$ cat src/rtl/uart_tx.sv
// uart_tx: 8N1 serial transmitter with a one-entry holding buffer.
// A byte offered while a frame is in flight is parked in the buffer and
// launched on the edge that completes the current stop bit, so back-to-back
// frames run with no idle gap on the line.
module uart_tx #(
  parameter int CLK_FREQ  = 50_000_000,
  parameter int BAUD_RATE = 115200
) (
  input  logic       clk,
  input  logic       rst,
  input  logic [7:0] data_i,
  input  logic       data_valid_i,
  output logic       ready_o,
  output logic       tx_o,
  output logic       busy_o
);

  localparam int CLKS_PER_BIT = CLK_FREQ / BAUD_RATE;
  // A 1-cycle bit time would give a zero-width counter; keep one bit minimum.
  localparam int CNT_W = (CLKS_PER_BIT > 1) ? $clog2(CLKS_PER_BIT) : 1;
  localparam logic [CNT_W-1:0] CNT_LAST = CNT_W'(CLKS_PER_BIT - 1);

  typedef enum logic [1:0] {
    IDLE  = 2'd0,
    START = 2'd1,
    DATA  = 2'd2,
    STOP  = 2'd3
  } state_t;

  state_t           state,     state_nxt;
  logic [CNT_W-1:0] clk_cnt,   clk_cnt_nxt;
  logic [2:0]       bit_cnt,   bit_cnt_nxt;
  logic [7:0]       shift_reg, shift_nxt;
  logic [7:0]       buf_data,  buf_data_nxt;
  logic             buf_full,  buf_full_nxt;
  logic             tx_reg,    tx_nxt;

  logic accept;
  logic bit_done;

  // Handshake and bit-boundary qualifiers; ready is purely a flop decode.
  always_comb begin
    accept   = data_valid_i & ~buf_full;
    bit_done = (clk_cnt == CNT_LAST);
  end

  // Next-state, counter, shift-register and holding-buffer logic.
  always_comb begin
    state_nxt    = state;
    clk_cnt_nxt  = clk_cnt + CNT_W'(1);
    bit_cnt_nxt  = bit_cnt;
    shift_nxt    = shift_reg;
    buf_data_nxt = buf_data;
    buf_full_nxt = buf_full;

    case (state)
      IDLE: begin
        clk_cnt_nxt = '0;
        bit_cnt_nxt = '0;
        if (accept) begin
          state_nxt = START;
          shift_nxt = data_i;
        end
      end

      START: begin
        if (bit_done) begin
          state_nxt   = DATA;
          clk_cnt_nxt = '0;
          bit_cnt_nxt = '0;
        end
        if (accept) begin
          buf_data_nxt = data_i;
          buf_full_nxt = 1'b1;
        end
      end

      DATA: begin
        if (bit_done) begin
          clk_cnt_nxt = '0;
          // 3-bit counter wraps 7->0 on the way into STOP.
          bit_cnt_nxt = bit_cnt + 3'd1;
          shift_nxt   = {1'b0, shift_reg[7:1]};
          if (bit_cnt == 3'd7) begin
            state_nxt = STOP;
          end
        end
        if (accept) begin
          buf_data_nxt = data_i;
          buf_full_nxt = 1'b1;
        end
      end

      STOP: begin
        if (bit_done) begin
          clk_cnt_nxt = '0;
          bit_cnt_nxt = '0;
          if (buf_full) begin
            // Drain the parked byte straight into a new start bit.
            state_nxt    = START;
            shift_nxt    = buf_data;
            buf_full_nxt = 1'b0;
            buf_data_nxt = '0;
          end else if (accept) begin
            state_nxt = START;
            shift_nxt = data_i;
          end else begin
            state_nxt = IDLE;
          end
        end else if (accept) begin
          buf_data_nxt = data_i;
          buf_full_nxt = 1'b1;
        end
      end

      default: begin
        state_nxt   = IDLE;
        clk_cnt_nxt = '0;
        bit_cnt_nxt = '0;
      end
    endcase
  end

  // Line level for the coming cycle, derived from where the FSM is heading
  // so that tx_o can be a plain flop with no output decode.
  always_comb begin
    tx_nxt = 1'b1;
    case (state_nxt)
      IDLE:    tx_nxt = 1'b1;
      START:   tx_nxt = 1'b0;
      DATA:    tx_nxt = shift_nxt[0];
      STOP:    tx_nxt = 1'b1;
      default: tx_nxt = 1'b1;
    endcase
  end

  // State register; reset aborts any frame and empties the buffer.
  always_ff @(posedge clk or negedge rst) begin
    if (!rst) begin
      state     <= IDLE;
      clk_cnt   <= '0;
      bit_cnt   <= '0;
      shift_reg <= '0;
      buf_data  <= '0;
      buf_full  <= 1'b0;
      tx_reg    <= 1'b1;
    end else begin
      state     <= state_nxt;
      clk_cnt   <= clk_cnt_nxt;
      bit_cnt   <= bit_cnt_nxt;
      shift_reg <= shift_nxt;
      buf_data  <= buf_data_nxt;
      buf_full  <= buf_full_nxt;
      tx_reg    <= tx_nxt;
    end
  end

  // Status outputs decoded from registered state only.
  always_comb begin
    tx_o    = tx_reg;
    ready_o = ~buf_full;
    busy_o  = (state != IDLE) | buf_full;
  end

endmodule
$ cat config.mk
export PLATFORM = sky130hd
export DESIGN_NAME = uart_tx
export DESIGN_NICKNAME = d
export VERILOG_FILES = /design/src/rtl/uart_tx.sv
export SDC_FILE = /design/constraint.sdc
export NUM_CORES = 1
export LEC_CHECK = 0
export ABC_AREA = 0
export BUFFER_PORTS_ARGS = -buffer_cell sky130_fd_sc_hd__buf_4
export CAP_MARGIN = 20
export CORE_MARGIN = 5
export CORE_UTILIZATION = 59
export DETAILED_ROUTE_END_ITERATION = 8
export GPL_ROUTABILITY_DRIVEN = 0
export PLACE_DENSITY = 0.81
export SLEW_MARGIN = 0
export SYNTH_ARGS = -nofsm -noshare
export SYNTH_HDL_FRONTEND = slang
export SYNTH_SLANG_ARGS = --single-unit
$ cat constraint.sdc
create_clock -name clk -period 2.8 [get_ports clk]
set_input_delay 0.14 -clock clk [delete_from_list [all_inputs] [get_ports clk]]
set_output_delay 0.14 -clock clk [all_outputs]
set_load 0.02 [all_outputs]
==> results.cfg <==
[layout]
syn_to_final_growth_pct = 9.440
multiInputGateArea_sq_um = 1040
nets = 223
largest_reg_flops = 9
final-seq-area_sq_um = 802.0
n_antenna_cell = 0
drive_above_1_share_pct = 17.00
instances_no_fill = 244
n_fill_cell = 240

[logic_synthesis]
ys_ff_latch = 32
synthCells = 183
synth-seq-area-share_pct = 41.73
syn_area_sq_um = 1922
synth_ff_type = dfrtp_1
post_synth.cell_area_avg_sq_um = 10.50
synthArstFlopShare_pct = 100.0
synth.net_count = 206
ys_types = 43
yosys_warnings = 0
synth_edf_count = 0

[global_routing]
grt_pass1_vias = 1516
grt_max_degree = 33
use_met2_pct = 33.50
use_met1_pct = 26.41
grt_pass1_wl_mm = 6.989
grtUsageTotal_pct = 21.11
top_usage_layer = met2
met3_usage_pct = 7.251
antenna_found_initial = 0
overflow = 0

[routing]
vias = 1480
ant_nets = 0
routedWlPerCell_microns = 16.14
post-route-drc-count = 0
drt_iter0_drc = 88
drt_pass1_iterations = 4
routed_wl_mm = 3.937
avgViaCountPerCell = 6.066

[setup_path]
critPathRequiredTime_ns = 3.05
crit_arrival_ns = 2.55
path_delay_family = compound AO/OA/AOI/OAI gates
cp_common_cell = ha_1
path_cells = inv_1 > ha_1 > nand4bb_4 > nor2_4 > nor2_1 > o21ai_0 > o311ai_1 > ha_1 > a211o_1 > o22ai_1
reg2reg_slack_ns = 0.50
r2r_cells = 10
r2r_start = clk_cnt[1]$_DFF_PN0_
slowest_stage = dfrtp_1
cp-startpoint = clk_cnt[1]$_DFF_PN0_
cp_max_fo = 8
critPathMaxStageDelay_ns = 0.42
crit_buf_inv = 1
r2r_end = tx_o$_DFF_PN1_
path_class = reg -> reg
crit_path_end_kind = flop
start_kind = flop

[sta]
final-setup-viol-count = 0
slew_headroom_pct = 62.10
tightest_slew_ns = 0.5685
final.period_utilization_pct = 82.08
period_minus_slack_ns = 2.298
finalWorstSetupSlack_ns = 0.5017
rsz0062_at_grt = false
drv_slew = 0
finalHoldViolCount = 0
skew_ns = 0.01292
timing.fmax_mhz = 435.1
tns_ns = 0

[min_path]
hp-class = in -> reg
holdPathEnd = buf_data[1]$_DFFE_PN0P_
whs_path_depth = 2
hp-start = data_i[1]

[floorplanning]
coreArea_sq_um = 3078
die_h_microns = 67.08
dieArea_sq_um = 4499
row_count = 20
pin_count = 14
die_w_microns = 67.08
start_util_pct = 62.44

[clock_network]
cts-htree-levels = 2
cts_tree = done
postCtsSetupRepairBufs = 0
cts_root_buf = clkbuf_4
clock_path_buffers = 2
cts_buffers = 5
cts.sinks = 32
clkTransAtPathRegs_ns = 0.09
insertion_delay_ns = 0.33

[pwr]
powerDensity_nw_per_um2 = 362.8
peakVddDrop_mv = 0.3298
p_leak_nw = 0.9261

[run]
cap_violations = 0

[place]
dpl.hpwl_mm = 2.877
place_ws_ns = 0.5009
io_buffers = 13
dp.cells = 236

[run_status]
outcome = finished clean
-- kinds of logic (layout without fill, tap and decap cells) --
group	after synthesis	after routing	synth area share, %
AO/OA/AOI/OAI	57	57	23.18
AND/OR/NAND/NOR	48	48	14.26
flip-flops	32	32	41.73
buffers and inverters	16	33	4.166
adder cells (fa/ha/maj)	12	12	7.812
multiplexers	10	10	5.209
XOR/XNOR	8	8	3.646
-- layout make-up --
class | instances | share of cell area, %
clock buffer | 6 | 1.963
clock inverter | 1 | 0.2380
inverter | 10 | 1.785
multi-input combinational | 135 | 49.43
sequential | 32 | 38.13
tap | 44 | 2.617
timing repair buffer | 16 | 5.830
-- worst register-to-register path, delay by kind of cell, from the launching register on --
family                     cells  cell delay (ns)
and+or+nand+nor                3             0.52
buffers and inverters          1             0.07
DFF                            1             0.42
adders and majority gates      2             0.44
AOI/OAI and AO/OA              4             0.76
-- where the power goes --
part | switching (mW) | total, mW | internal (mW)
combinational | 0.0195 | 0.0406 | 0.0211
clock | 0.147 | 0.239 | 0.0923
sequential | 0.00796 | 0.483 | 0.475
total | 0.175 | 0.763 | 0.589
-- metrics by stage --
| stage | util (%) | hold WS, ns | cell area (sq um) | total power, mW |
|---|---|---|---|---|
| final | 68.33 | 0.03160 | 2103 | 0.7631 |
| after global routing | 68.33 | 0.02141 | 2103 | 0.8026 |
| after CTS | 68.33 | 0.01440 | 2103 | 0.7729 |
| after detailed placement | 66.50 | 0.09921 | 2047 | 0.5316 |
| after global placement | 66.50 | 0.08896 | 2047 | 0.5306 |
| after floorplan | - | -0.1556 | 1922 | 0.5047 |
-- what timing repair did --
item                      in CTS  in global routing
hold endpoints to repair      31                  0
gates resized for setup        0                  0
hold buffers                   1                  0
-- routing by layer --
metal	share of wire, %	vias up
li1	-	704
met1	46	731
met2	47	37
met3	5.7	8
met4	1.5	0
met5	0	-
-- Yosys cell counts, types with 2 or more instances --
cell,instances,area (sq um)
clkbuf_1,2,7.510
a21oi_2,2,17.52
mux2i_1,10,100.1
xor2_1,2,17.52
inv_1,9,33.78
o21ai_0,8,40.04
o22ai_1,7,43.79
nand3_1,5,25.02
a21oi_1,5,25.02
dfrtp_1,31,775.7
a22oi_1,6,45.04
nor2_2,2,12.51
nand2_1,13,48.80
nor2_1,19,71.32
ha_1,12,150.1
a22o_1,17,148.9
xnor2_1,6,52.55
buf_6,2,22.52
-- worst max-delay path by stage --
stage	to	slack, ns	cells after the start
floorplan	tx_o$_DFF_PN1_	0.69	10
global placement	tx_o$_DFF_PN1_	0.62	10
detailed placement	tx_o$_DFF_PN1_	0.50	10
CTS	tx_o$_DFF_PN1_	0.48	10
global route	tx_o$_DFF_PN1_	0.28	10
finish	tx_o$_DFF_PN1_	0.50	10
-- placed cells by master, fill, tap and decap left out, types with 2 or more instances in the layout --
| master | synthesis | routed |
|---|---|---|
| dfrtp_1 | 31 | 31 |
| nor2_1 | 19 | 19 |
| a22o_1 | 17 | 17 |
| buf_4 | 1 | 15 |
| nand2_1 | 13 | 13 |
| ha_1 | 12 | 12 |
| mux2i_1 | 10 | 10 |
| inv_1 | 9 | 9 |
| o21ai_0 | 8 | 8 |
| o22ai_1 | 7 | 7 |
| xnor2_1 | 6 | 6 |
| a22oi_1 | 6 | 6 |
| a21oi_1 | 5 | 5 |
| nand3_1 | 5 | 5 |
| clkbuf_4 | 0 | 5 |
| a21oi_2 | 2 | 2 |
| xor2_1 | 2 | 2 |
| nor2_2 | 2 | 2 |
No activity file was read; power rests on OpenSTA's default activity.
